$ cat src/rtl/psg_pkg.sv
// Shared constants, default widths and FSM state encoding for the PSG write scheduler.
// The SILENCE state exists only when PSG_SCHED_SILENCE_EN is defined.
package psg_pkg;

  localparam int DEF_FIFO_DEPTH = 8;
  localparam int DEF_WE_CYCLES  = 1;
  localparam int DEF_GAP_CYCLES = 32;
  localparam int DEF_WAIT_BITS  = 8;

  // Command word: this bit selects wait (1) versus register write (0).
  localparam int CMD_WAIT_BIT = DEF_WAIT_BITS;

`ifdef PSG_SCHED_SILENCE_EN
  typedef enum logic [2:0] {
    ST_IDLE,
    ST_WRITE,
    ST_GAP,
    ST_WAIT,
    ST_SILENCE
  } psg_state_e;
`else
  typedef enum logic [2:0] {
    ST_IDLE,
    ST_WRITE,
    ST_GAP,
    ST_WAIT
  } psg_state_e;
`endif

  // Attenuator-off bytes for tone channels 0..2 and the noise channel.
  localparam logic [7:0] SILENCE_ATTN [0:3] = '{8'h9F, 8'hBF, 8'hDF, 8'hFF};

endpackage

$ cat src/rtl/psg_cmd_fifo.sv
// Synchronous command FIFO with push/pop/clear, registered level and combinational head read.
module psg_cmd_fifo #(
  parameter int DEPTH = 8,
  parameter int WIDTH = 9,
  localparam int AW = $clog2(DEPTH),
  localparam int LW = AW + 1
) (
  input  logic             clk,
  input  logic             reset,
  input  logic             clear,
  input  logic             push,
  input  logic             pop,
  input  logic [WIDTH-1:0] wr_data,
  output logic [WIDTH-1:0] rd_data,
  output logic             full,
  output logic             empty,
  output logic [LW-1:0]    level
);

  logic [WIDTH-1:0] mem [DEPTH];
  logic [AW-1:0]    wr_ptr_reg;
  logic [AW-1:0]    rd_ptr_reg;
  logic [LW-1:0]    level_reg;
  logic             push_ok;
  logic             pop_ok;

  assign full    = (level_reg == LW'(DEPTH));
  assign empty   = (level_reg == '0);
  assign push_ok = push && !full;
  assign pop_ok  = pop && !empty;
  assign rd_data = mem[rd_ptr_reg];
  assign level   = level_reg;

  always_ff @(posedge clk) begin
    if (push_ok && !clear) begin
      mem[wr_ptr_reg] <= wr_data;
    end
  end

  // Clear wins over a simultaneous push or pop.
  always_ff @(posedge clk) begin
    if (reset || clear) begin
      wr_ptr_reg <= '0;
      rd_ptr_reg <= '0;
      level_reg  <= '0;
    end else begin
      if (push_ok) wr_ptr_reg <= wr_ptr_reg + AW'(1);
      if (pop_ok)  rd_ptr_reg <= rd_ptr_reg + AW'(1);
      case ({push_ok, pop_ok})
        2'b10:   level_reg <= level_reg + LW'(1);
        2'b01:   level_reg <= level_reg - LW'(1);
        default: level_reg <= level_reg;
      endcase
    end
  end

endmodule

$ cat src/rtl/psg_write_scheduler.sv
// Paces buffered host commands onto the PSG write port (byte + active-low strobe) and runs tick waits.
// Define PSG_SCHED_SILENCE_EN to mute all four attenuators after every flush.
module psg_write_scheduler
  import psg_pkg::*;
#(
  parameter int FIFO_DEPTH = DEF_FIFO_DEPTH,
  parameter int WE_CYCLES  = DEF_WE_CYCLES,
  parameter int GAP_CYCLES = DEF_GAP_CYCLES,
  parameter int WAIT_BITS  = DEF_WAIT_BITS,
  localparam int LW = $clog2(FIFO_DEPTH) + 1
) (
  input  logic               clk,
  input  logic               reset,
  input  logic               cmd_valid,
  output logic               cmd_ready,
  input  logic [WAIT_BITS:0] cmd_data,
  input  logic               tick,
  input  logic               flush,
  output logic [7:0]         psg_data,
  output logic               psg_we_n,
  output logic               busy,
  output logic [LW-1:0]      fifo_level
);

  localparam int PACE_MAX = (WE_CYCLES > GAP_CYCLES) ? WE_CYCLES : GAP_CYCLES;
  localparam int PACE_W   = $clog2(PACE_MAX + 1);
  localparam int CNT_W    = (PACE_W > WAIT_BITS) ? PACE_W : WAIT_BITS;

  psg_state_e         state_reg, state_next;
  logic [CNT_W-1:0]   cnt_reg, cnt_next;
  logic [7:0]         psg_data_reg, psg_data_next;
  logic               we_n_reg, we_n_next;
  logic               flush_pending_reg, flush_pending_next;
  logic               fifo_pop;
  logic               fifo_full;
  logic               fifo_empty;
  logic [WAIT_BITS:0] fifo_head;
`ifdef PSG_SCHED_SILENCE_EN
  logic [1:0]         sil_idx_reg, sil_idx_next;
  logic               sil_active_reg, sil_active_next;
`endif

  psg_cmd_fifo #(
    .DEPTH (FIFO_DEPTH),
    .WIDTH (WAIT_BITS + 1)
  ) u_fifo (
    .clk     (clk),
    .reset   (reset),
    .clear   (flush),
    .push    (cmd_valid && cmd_ready),
    .pop     (fifo_pop),
    .wr_data (cmd_data),
    .rd_data (fifo_head),
    .full    (fifo_full),
    .empty   (fifo_empty),
    .level   (fifo_level)
  );

  assign cmd_ready = !fifo_full && !flush_pending_reg;
  assign busy      = (state_reg != ST_IDLE) || (fifo_level != '0);
  assign psg_data  = psg_data_reg;
  assign psg_we_n  = we_n_reg;

  always_comb begin
    state_next         = state_reg;
    cnt_next           = cnt_reg;
    psg_data_next      = psg_data_reg;
    fifo_pop           = 1'b0;
    flush_pending_next = flush_pending_reg;
`ifdef PSG_SCHED_SILENCE_EN
    sil_idx_next       = sil_idx_reg;
    sil_active_next    = sil_active_reg;
`endif
    if (flush) begin
      flush_pending_next = 1'b1;
    end else if (state_reg == ST_IDLE) begin
      flush_pending_next = 1'b0;
    end

    case (state_reg)
      ST_IDLE: begin
`ifdef PSG_SCHED_SILENCE_EN
        if (flush) begin
          state_next   = ST_SILENCE;
          sil_idx_next = 2'd0;
        end
`endif
        if (!flush && !fifo_empty) begin
          fifo_pop = 1'b1;
          if (fifo_head[WAIT_BITS]) begin
            state_next = ST_WAIT;
            cnt_next   = CNT_W'(fifo_head[WAIT_BITS-1:0]);
          end else begin
            state_next    = ST_WRITE;
            psg_data_next = fifo_head[7:0];
            cnt_next      = CNT_W'(WE_CYCLES - 1);
          end
        end
      end

      ST_WRITE: begin
        if (cnt_reg == '0) begin
          state_next = ST_GAP;
          cnt_next   = CNT_W'(GAP_CYCLES - 1);
        end else begin
          cnt_next = cnt_reg - CNT_W'(1);
        end
      end

      // A flush never truncates the strobe; it takes effect at the end of the gap.
      ST_GAP: begin
        if (cnt_reg == '0) begin
`ifdef PSG_SCHED_SILENCE_EN
          if (sil_active_reg) begin
            if (sil_idx_reg == 2'd3) begin
              state_next      = ST_IDLE;
              sil_active_next = 1'b0;
            end else begin
              state_next   = ST_SILENCE;
              sil_idx_next = sil_idx_reg + 2'd1;
            end
          end else if (flush || flush_pending_reg) begin
            state_next   = ST_SILENCE;
            sil_idx_next = 2'd0;
          end else begin
            state_next = ST_IDLE;
          end
`else
          state_next = ST_IDLE;
`endif
        end else begin
          cnt_next = cnt_reg - CNT_W'(1);
        end
      end

      ST_WAIT: begin
        if (flush) begin
`ifdef PSG_SCHED_SILENCE_EN
          state_next   = ST_SILENCE;
          sil_idx_next = 2'd0;
`else
          state_next = ST_IDLE;
`endif
        end else if (cnt_reg == '0) begin
          state_next = ST_IDLE;
        end else if (tick) begin
          cnt_next = cnt_reg - CNT_W'(1);
        end
      end

`ifdef PSG_SCHED_SILENCE_EN
      ST_SILENCE: begin
        state_next      = ST_WRITE;
        psg_data_next   = SILENCE_ATTN[sil_idx_reg];
        cnt_next        = CNT_W'(WE_CYCLES - 1);
        sil_active_next = 1'b1;
      end
`endif

      default: state_next = ST_IDLE;
    endcase

    we_n_next = (state_next != ST_WRITE);
  end

  always_ff @(posedge clk) begin
    if (reset) begin
      state_reg         <= ST_IDLE;
      cnt_reg           <= '0;
      psg_data_reg      <= 8'h00;
      we_n_reg          <= 1'b1;
      flush_pending_reg <= 1'b0;
`ifdef PSG_SCHED_SILENCE_EN
      sil_idx_reg       <= 2'd0;
      sil_active_reg    <= 1'b0;
`endif
    end else begin
      state_reg         <= state_next;
      cnt_reg           <= cnt_next;
      psg_data_reg      <= psg_data_next;
      we_n_reg          <= we_n_next;
      flush_pending_reg <= flush_pending_next;
`ifdef PSG_SCHED_SILENCE_EN
      sil_idx_reg       <= sil_idx_next;
      sil_active_reg    <= sil_active_next;
`endif
    end
  end

endmodule

$ cat config.mk
export PLATFORM = sky130hd
export DESIGN_NAME = psg_write_scheduler
export DESIGN_NICKNAME = d
export VERILOG_FILES = /design/src/rtl/psg_pkg.sv /design/src/rtl/psg_cmd_fifo.sv /design/src/rtl/psg_write_scheduler.sv
export SDC_FILE = /design/constraint.sdc
export NUM_CORES = 1
export LEC_CHECK = 0
export CELL_PAD_IN_SITES_DETAIL_PLACEMENT = 1
export CELL_PAD_IN_SITES_GLOBAL_PLACEMENT = 2
export CORE_UTILIZATION = 42
export DETAILED_ROUTE_END_ITERATION = 8
export GPL_TIMING_DRIVEN = 1
export PLACE_DENSITY_LB_ADDON = 0.1
export RECOVER_POWER = 100
export SLEW_MARGIN = 20
export SYNTH_ARGS = -nofsm -noshare
export SYNTH_HDL_FRONTEND = slang
export SYNTH_SLANG_ARGS = --single-unit
export TNS_END_PERCENT = 30
$ cat constraint.sdc
create_clock -name clk -period 4.15 [get_ports clk]
set_clock_uncertainty 0.05 [all_clocks]
set_input_delay 1.245 -clock clk [delete_from_list [all_inputs] [get_ports clk]]
set_output_delay 1.245 -clock clk [all_outputs]
set_load 0.01 [all_outputs]
Word level (Yosys, flattened, before mapping)
Memory sizes are Yosys's and may differ from the RTL's. A register that Yosys moved wholly into a read port is not among the register bits.
Cells that the tools add are included.
- reductions and logical operators: 22
- add/sub/neg operators: 5
- bitwise gates (word level): 1
- mux-type cells: 23
- equal/unequal tests: 12
- operator list (operator ; number):
    $mux 8 ; 7
    $pmux 8 s4 ; 1
    $mux 3 ; 6
    $pmux 3 s4 ; 1
    $logic_not 8->1 ; 1
    $ne 2x2->1 const B ; 4
    $pmux 4 s2 ; 1
    $reduce_bool 4->1 ; 2
    $sub 8x1->8 const B ; 1
    $add 3x1->3 const B ; 2
    $eq 3x2->1 const B ; 2
    $logic_and 1x1->1 ; 6
    $mux 1 ; 6
    $reduce_and 6->1 ; 1
    $add 4x1->4 const B ; 1
    $eq 4x4->1 const B ; 1
    $logic_not 1->1 ; 4
    $logic_not 4->1 ; 1
    $reduce_bool 2->1 ; 2
    $sub 4x1->4 const B ; 1
    $eq 3x1->1 const B ; 1
    $logic_not 3->1 ; 1
    $ne 3x1->1 const B ; 1
    $reduce_and 3->1 ; 1
    7 further kinds ; 8
- logic and storage cells: 72
- memory bits (writable): 72
- output and inout bits: 15
- memories kept: 1
- register bits: 31
- memory list (memory ; words ; bits a word ; rd ports ; clocked after memory_dff ; write ports ; RTL line ; source):
    u_fifo.mem ; 8 ; 9 ; 1 ; 1 ; 1 ; psg_cmd_fifo.sv:20 ; logic [WIDTH-1:0] mem [DEPTH];

Depth between registers and ports, before layout
Gate-level depths: netlist of run 1.
- word-level depth: 8
- mapped depth: 12
- mapped depth without buffers: 10

Cells and area by module
From an unflattened synthesis of run 1, not the netlist that was laid out.
- cells, all modules: 318
- area total of the unflattened synthesis: 4574.4 um^2
- modules (own cells, without submodules) (module ; instances ; area each (um^2) ; seq. area each (um^2) ; cells each):
    psg_cmd_fifo ; 1 ; 3447.1 ; 2422.3 ; 183
    psg_write_scheduler ; 1 ; 1127.3 ; 420.4 ; 135

Worst setup path before layout of run 1
OpenSTA, ideal clock, no wires.
- path kind: input -> register
- start point: input cmd_valid
- end point: memory u_fifo.mem[0][0], enable pin
- cell stages on the path: 5
- setup slack: 866 ps
- library setup time: 403 ps
- arrival: 2831 ps
- cells stage by stage: and3_1 > clkbuf_1 > inv_2 > nor2_1 > nor4b_1
- longest elaborated chain between the ends: 5
- RTL lines (element ; RTL line ; source):
    start: declaration ; psg_write_scheduler.sv:14 ; input logic cmd_valid,
    $logic_and 1x1->1 ; psg_write_scheduler.sv:50 ; .push (cmd_valid && cmd_ready),
    $logic_and 1x1->1 ; psg_cmd_fifo.sv:29 ; assign push_ok = push && !full;
    $logic_and 1x1->1 ; psg_cmd_fifo.sv:35 ; if (push_ok && !clear) begin
    $mux 1 ; psg_cmd_fifo.sv:35 ;
    $mux 1 (not written as such) ; psg_cmd_fifo.sv:36 ; mem[wr_ptr_reg] <= wr_data;
    end: declaration ; psg_cmd_fifo.sv:20 ;
Every way passes these cells.

Final worst setup path of run 1
- start point: input cmd_valid
- end point: register u_fifo.level_reg[2], in the netlist u_fifo.level[2]
- longest elaborated chain between the ends: 4
- elaborated cells on any way between the ends: 6
- RTL lines (element ; RTL line ; source):
    $logic_and 1x1->1 (*) ; psg_write_scheduler.sv:50 ;
    $logic_and 1x1->1 (*) ; psg_cmd_fifo.sv:29 ;
    $eq 2x1->1 or $eq 2x2->1 (tied branches) ; psg_cmd_fifo.sv:49 ; case ({push_ok, pop_ok})
    $pmux 4 s2 or $reduce_bool 2->1 (tied branches) ; n/a ;
    end signal: assignment ; psg_cmd_fifo.sv:50 ; 2'b10: level_reg <= level_reg + LW'(1);
    end signal: assignment ; psg_cmd_fifo.sv:51 ; 2'b01: level_reg <= level_reg - LW'(1);
    end signal: assignment ; psg_cmd_fifo.sv:52 ; default: level_reg <= level_reg;
    end: declaration ; psg_cmd_fifo.sv:23 ; logic [LW-1:0] level_reg;
Mark *: on every way between the ends. The rest lies on a longest branch, timed or not.
A chain may end at the register's enable or synchronous reset.

==> results of run 1 <==
==> path summary, 6_finish.rpt <==
path / endpoint / slack, ps / depth (start not counted) / from
worst max register to register: u_fifo.level[3]$_SDFFE_PP0P_ / 1220 / 8 / u_fifo.level[1]$_SDFFE_PP0P_
worst max-delay path: u_fifo.level[2]$_SDFFE_PP0P_ / 750 / 10 / cmd_valid
worst min register to register: psg_data[5]$_SDFFE_PP0P_ / 450 / 2 / psg_data[5]$_SDFFE_PP0P_
worst min-delay path: psg_data[5]$_SDFFE_PP0P_ / 450 / 2 / psg_data[5]$_SDFFE_PP0P_
==> per-layer routing <==
| layer | wire, um | vias to the layer above |
|---|---|---|
| met2 | 4440 | 48 |
| met5 | 0 | - |
| met3 | 318 | 6 |
| li1 | - | 1294 |
| met4 | 86 | 0 |
| met1 | 4580 | 1348 |
==> kinds of logic (layout without fill, tap and decap cells) <==
| logic type | count (synthesis) | after routing | share of synthesized area (%) |
|---|---|---|---|
| DFF | 106 | 106 | 63.5 |
| and+or+nand+nor | 93 | 93 | 10.6 |
| AOI/OAI and AO/OA | 45 | 45 | 6.85 |
| muxes | 37 | 37 | 13.0 |
| buffers and inverters | 26 | 66 | 2.52 |
| xor gates and xnor gates | 9 | 9 | 1.76 |
| adders and majority gates | 6 | 6 | 1.68 |
| other | 1 | 1 | 0.0838 |
==> per-stage QoR <==
| step | util (%) | cell area, um2 | hold WS [ps] | power (mW) | worst slack, ps |
|---|---|---|---|---|---|
| final | 49.3 | 5080 | 451 | 1.88 | 748 |
| after floorplan | - | 4470 | 421 | 1.24 | 866 |
| after global routing | 49.3 | 5080 | 498 | 1.96 | 628 |
| after detailed placement | 48.1 | 4960 | 434 | 1.30 | 533 |
| after CTS | 49.9 | 5150 | 460 | 1.91 | 805 |
| after global placement | 48.1 | 4960 | 421 | 1.29 | 611 |
==> layout make-up <==
cell class              instances  area, um2
multi-input cells             191       1510
well taps                     136        170
clock buffers                   9        124
repair buffers                 41        337
fillers                      1054       5240
inverters                       9       33.8
clock inverters                 7       63.8
flip-flops and latches        106       2840
==> cell usage in the layout, fill, tap and decap left out, types with 10 or more instances in the layout <==
cell / Yosys / layout
a211oi_1: 10 / 10
a21oi_1: 13 / 13
clkbuf_1: 8 / 11
dfxtp_1: 34 / 34
dlygate4sd3_1: 0 / 26
edfxtp_1: 72 / 72
mux2i_1: 13 / 13
mux4_2: 16 / 16
nand2_1: 14 / 14
nor2_1: 36 / 36
nor3_1: 9 / 10
==> worst register-to-register path: cells and delay by family, from the launching register on <==
kind	cells	cell delay, ps
AND/OR/NAND/NOR	5	1570
flip-flops	1	410
AO/OA/AOI/OAI	1	350
adder cells (fa/ha/maj)	1	280
buffers and inverters	1	180
==> power by group through the flow <==
stage               clock network, mW  registers (mW)  logic [mW]
finish                          0.619            1.15       0.116
global route                    0.678            1.15       0.128
CTS                             0.638            1.15       0.124
detailed placement                  0            1.17       0.123
global placement                    0            1.17       0.121
floorplan                           0            1.17      0.0749
==> flow_metrics.env, run 1 <==
export IMPL_vias=2696
export IMPL_status="complete, no violations"
export IMPL_ys_flop_type="edfxtp_1"
export IMPL_die_area_um2=11100
export IMPL_power_frac_clock_pct=32.8
export IMPL_critPathArrivalTime_ps=3640
export IMPL_clock_sinks=106
export IMPL_hold_viol_final=0
export IMPL_grt_antenna_before_repair=0
export IMPL_grt_pass1_vias=2674
export IMPL_yosys_top_cells_area="edfxtp_1 (48%), dfxtp_1 (15%), mux4_2 (8.1%)"
export IMPL_initial_core_util_pct=43.3
export IMPL_startpoint_type="input pin"
export IMPL_setup_tns_ps=0
export IMPL_cts_setup_buffers=0
export IMPL_clock_fmax_ghz=0.294
export IMPL_path_clk_slew_ps=110
export IMPL_post_synth_top_count_cell="edfxtp_1"
export IMPL_clockRootBuffer="clkbuf_8"
export IMPL_drtIter0Drc=76
export IMPL_internal_power_mw=1.42
export IMPL_numCtsBuffers=9
export IMPL_drcViolationCount=0
export IMPL_p_switching_uw=459
export IMPL_tightest_slew_ps=943
export IMPL_post_cts_resized=0
export IMPL_seqPwrFrac_pct=61.0
export IMPL_netlist_area_um2=4470
export IMPL_report_final_slew_viol_count=0
export IMPL_cts_tree="yes"
export IMPL_crit_chain="dlygate4sd3_1, and3_1, inv_1, ha_1, xor2_1, ha_1, a41oi_1, xor2_1, or3_1, a21oi_1"
export IMPL_yosys_area_top_type_share_pct=48.3
export IMPL_avgSynthCellArea_um2=13.9
export IMPL_switching_share_pct=24.4
export IMPL_grt_busiest_layer="met2"
export IMPL_use_met1_pct=26.5
export IMPL_place_hpwl_um=6290
export IMPL_stdcell_count=499
export IMPL_yosysTopAreaCell="edfxtp_1"
export IMPL_setup_viol_count_final=0
export IMPL_die_y_um=105
export IMPL_period_needed_ps=3400
export IMPL_wl_per_cell_um=18.9
export IMPL_met2_usage_pct=27.5
export IMPL_final_nets=378
export IMPL_track_usage_pct=18.1
export IMPL_worstSetupPathType="in2reg"
export IMPL_rows=37
export IMPL_syn_num_nets=343
export IMPL_htreeDepth=3
export IMPL_async_reset_ff_share_pct=0
export IMPL_critPathRequiredTime_ps=4390
export IMPL_portBuffers=28
export IMPL_boundaryPins=29
export IMPL_postCtsHoldBufs=0
export IMPL_synth_seq_cells=106
export IMPL_ys_top_cells_by_count="edfxtp_1 (72), nor2_1 (36), dfxtp_1 (34), mux4_2 (16), nand2_1 (14)"
export IMPL_grt_pass1_wl_um=14900
export IMPL_cp_slowest_cell="dlygate4sd3_1"
export IMPL_drtPass1Iterations=4
export IMPL_synth_edff_count=72
export IMPL_synth_cells=323
export IMPL_grt_overflow=0
export IMPL_n_antenna_cell=0
export IMPL_ir_drop_v=0.000237
export IMPL_maxSlewHeadroom_pct=37.1
export IMPL_use_met3_pct=2.66
export IMPL_slowest_delay_ps=540
export IMPL_critPathTopFamily="buffers and inverters"
export IMPL_path_buf_inv=2
export IMPL_yosys_warnings=0
export IMPL_clk_latency_ps=370
export IMPL_dp_cells=483
export IMPL_drtAntennaViolNets=0
export IMPL_synth_distinct_cells=51
export IMPL_rsz0062_at_grt="false"
export IMPL_wirelength_um=9420
export IMPL_crit_path_end_kind="flip-flop"
export IMPL_leakage_nw=1.65
export IMPL_yosysSeqAreaShare_pct=63.5
export IMPL_largest_reg_flops=72
export IMPL_crit_fanout=6
export IMPL_min_period_over_period_pct=82.0
export IMPL_layout_drive_gt1_share_pct=12.9
export IMPL_p_per_area_nw_per_um2=370
export IMPL_power_frac_comb_pct=6.1
export IMPL_clockBufferDepth=2
export IMPL_maxCapViolCount=0
export IMPL_die_w_um=105
export IMPL_via_per_inst=5.40
export IMPL_globalplace_congestion=0.745
export IMPL_area_growth_pct=13.6
export IMPL_core_area_um2=10300
export IMPL_grt_max_degree=22
export IMPL_worstHoldPathType="reg2reg"
Note: power is estimated with default switching activity, not from simulation.
==> run 2, diff against run 1 <==
==> constraint.sdc (replaced) <==
create_clock -name clk -period 3.5 [get_ports clk]
set_clock_uncertainty 0.05 [all_clocks]
set_input_delay 1.05 -clock clk [delete_from_list [all_inputs] [get_ports clk]]
set_output_delay 1.05 -clock clk [all_outputs]
set_load 0.01 [all_outputs]
==> run 2 against run 1 <==
  * Cell area is 0.47% higher
  * Sequential share of layout area is 0.26 points lower
  * Flip-flop and latch count stayed put
  * Routed wire length is 0.90% higher
  * Cell count is 0.60% higher
==> flow_metrics.env, run 2 (synthesis results as in run 1) <==
export IMPL_status="complete, no violations"
export IMPL_die_y_um=105
export IMPL_grt_pass1_vias=2804
export IMPL_grt_overflow=0
export IMPL_rows=37
export IMPL_grt_antenna_before_repair=0
export IMPL_cts_setup_buffers=0
export IMPL_drtAntennaViolNets=0
export IMPL_met2_usage_pct=27.8
export IMPL_initial_core_util_pct=43.3
export IMPL_min_period_over_period_pct=91.1
export IMPL_layout_drive_gt1_share_pct=13.1
export IMPL_hold_start="psg_data[5]$_SDFFE_PP0P_"
export IMPL_clock_fmax_ghz=0.314
export IMPL_track_usage_pct=18.7
export IMPL_reg2reg_to="u_fifo.level[3]$_SDFFE_PP0P_"
export IMPL_p_per_area_nw_per_um2=444
export IMPL_worstHoldPathType="reg2reg"
export IMPL_boundaryPins=29
export IMPL_setup_tns_ps=0
export IMPL_postCtsHoldBufs=0
export IMPL_portBuffers=28
export IMPL_clockBufferDepth=2
export IMPL_final_util_pct=49.5
export IMPL_place_hpwl_um=6450
export IMPL_use_met1_pct=27.5
export IMPL_largest_reg_flops=72
export IMPL_seq_area_um2=2840
export IMPL_numCtsBuffers=9
export IMPL_die_w_um=105
export IMPL_period_needed_ps=3190
export IMPL_wirelength_um=9510
export IMPL_layout_common_cells="edfxtp_1 (72), nor2_1 (36), dfxtp_1 (34), dlygate4sd3_1 (26), mux4_2 (16)"
export IMPL_clk_latency_ps=370
export IMPL_critPathRequiredTime_ps=2400
export IMPL_setup_viol_count_final=0
export IMPL_crit_path_end_kind="output pin"
export IMPL_cts_tree="yes"
export IMPL_grt_pass1_wl_um=15400
export IMPL_vias=2727
export IMPL_fillCellCount=1066
export IMPL_worstSetupPathType="reg2out"
export IMPL_n_antenna_cell=0
export IMPL_multi_input_area_um2=1510
export IMPL_rrSetupSlack_ps=690
export IMPL_drcViolationCount=0
export IMPL_tightest_slew_ps=809
export IMPL_die_area_um2=11100
export IMPL_reg2reg_from="u_fifo.level[1]$_SDFFE_PP0P_"
export IMPL_dp_cells=486
export IMPL_grt_busiest_layer="met2"
export IMPL_report_final_slew_viol_count=0
export IMPL_leakage_nw=1.67
export IMPL_hold_viol_final=0
export IMPL_area_growth_pct=14.2
export IMPL_via_per_inst=5.43
export IMPL_rsz0062_at_grt="false"
export IMPL_grt_max_degree=21
export IMPL_use_met3_pct=2.97
export IMPL_ir_drop_v=0.000191
export IMPL_clockRootBuffer="clkbuf_8"
export IMPL_final_nets=381
export IMPL_layout_commonest_cell="edfxtp_1"
export IMPL_crit_fanout=9
export IMPL_hold_path_end="psg_data[5]$_SDFFE_PP0P_"
export IMPL_stdcell_count=502
export IMPL_r2r_cells=8
export IMPL_startpoint_type="flip-flop"
export IMPL_htreeDepth=3
export IMPL_globalplace_congestion=0.774
export IMPL_wl_per_cell_um=18.9
export IMPL_core_area_um2=10300
export IMPL_critPathArrivalTime_ps=2090
export IMPL_whs_path_depth=2
export IMPL_path_clk_slew_ps=100
export IMPL_clock_sinks=106
export IMPL_drtIter0Drc=153
export IMPL_maxSlewHeadroom_pct=46.0
export IMPL_drtPass1Iterations=4
export IMPL_maxCapViolCount=0
export IMPL_post_cts_resized=0
-- run 2: worst max path at each step --
| stage | from | to | depth (start not counted) |
|---|---|---|---|
| 5_1_grt | u_fifo.level[1]$_SDFFE_PP0P_ | busy | 3 |
| 3_5_place_dp | cmd_valid | u_fifo.level[2]$_SDFFE_PP0P_ | 10 |
| 2_1_floorplan | cmd_valid | u_fifo.mem[0][0]$_DFFE_PP_ | 5 |
| 6_report | u_fifo.level[1]$_SDFFE_PP0P_ | cmd_ready | 3 |
| 3_3_place_gp | cmd_valid | u_fifo.level[2]$_SDFFE_PP0P_ | 10 |
| 4_1_cts | u_fifo.level[0]$_SDFFE_PP0P_ | busy | 3 |
-- run 2: worst max-delay path, stage by stage (launching register included) --
cell and delay, ps:
dfxtp_1 410, or4b_1 540, and2_1 170, dlygate4sd3_1 590
-- run 2: per-layer routing --
layer  part of all wire [%]  wire length, um
met2                     46             4350
met3                    3.0              285
met5                      0                0
met4                    1.3              127
met1                     50             4750
-- run 2: cell type report --
class | count | area share [%]
clock buffer | 9 | 2.42
clock inverter | 7 | 1.45
inverter | 9 | 0.661
multi-input combinational | 191 | 29.5
sequential | 106 | 55.6
tap | 136 | 3.33
timing repair buffer | 44 | 6.96
-- run 2: stage by stage --
stage | power (mW) | hold slack [ps] | area (um2) | worst slack [ps]
floorplan | 1.48 | 421 | 4470 | 411
global placement | 1.54 | 424 | 4980 | 300
detailed placement | 1.54 | 438 | 4980 | 223
CTS | 2.31 | 468 | 5180 | 351
global route | 2.35 | 494 | 5110 | 166
finish | 2.27 | 450 | 5110 | 311
-- run 2: where the power goes --
group | internal (mW) | switching [mW] | total, mW
sequential | 1.35 | 0.0129 | 1.36
combinational | 0.0613 | 0.0776 | 0.139
clock | 0.338 | 0.432 | 0.770
total | 1.75 | 0.522 | 2.27
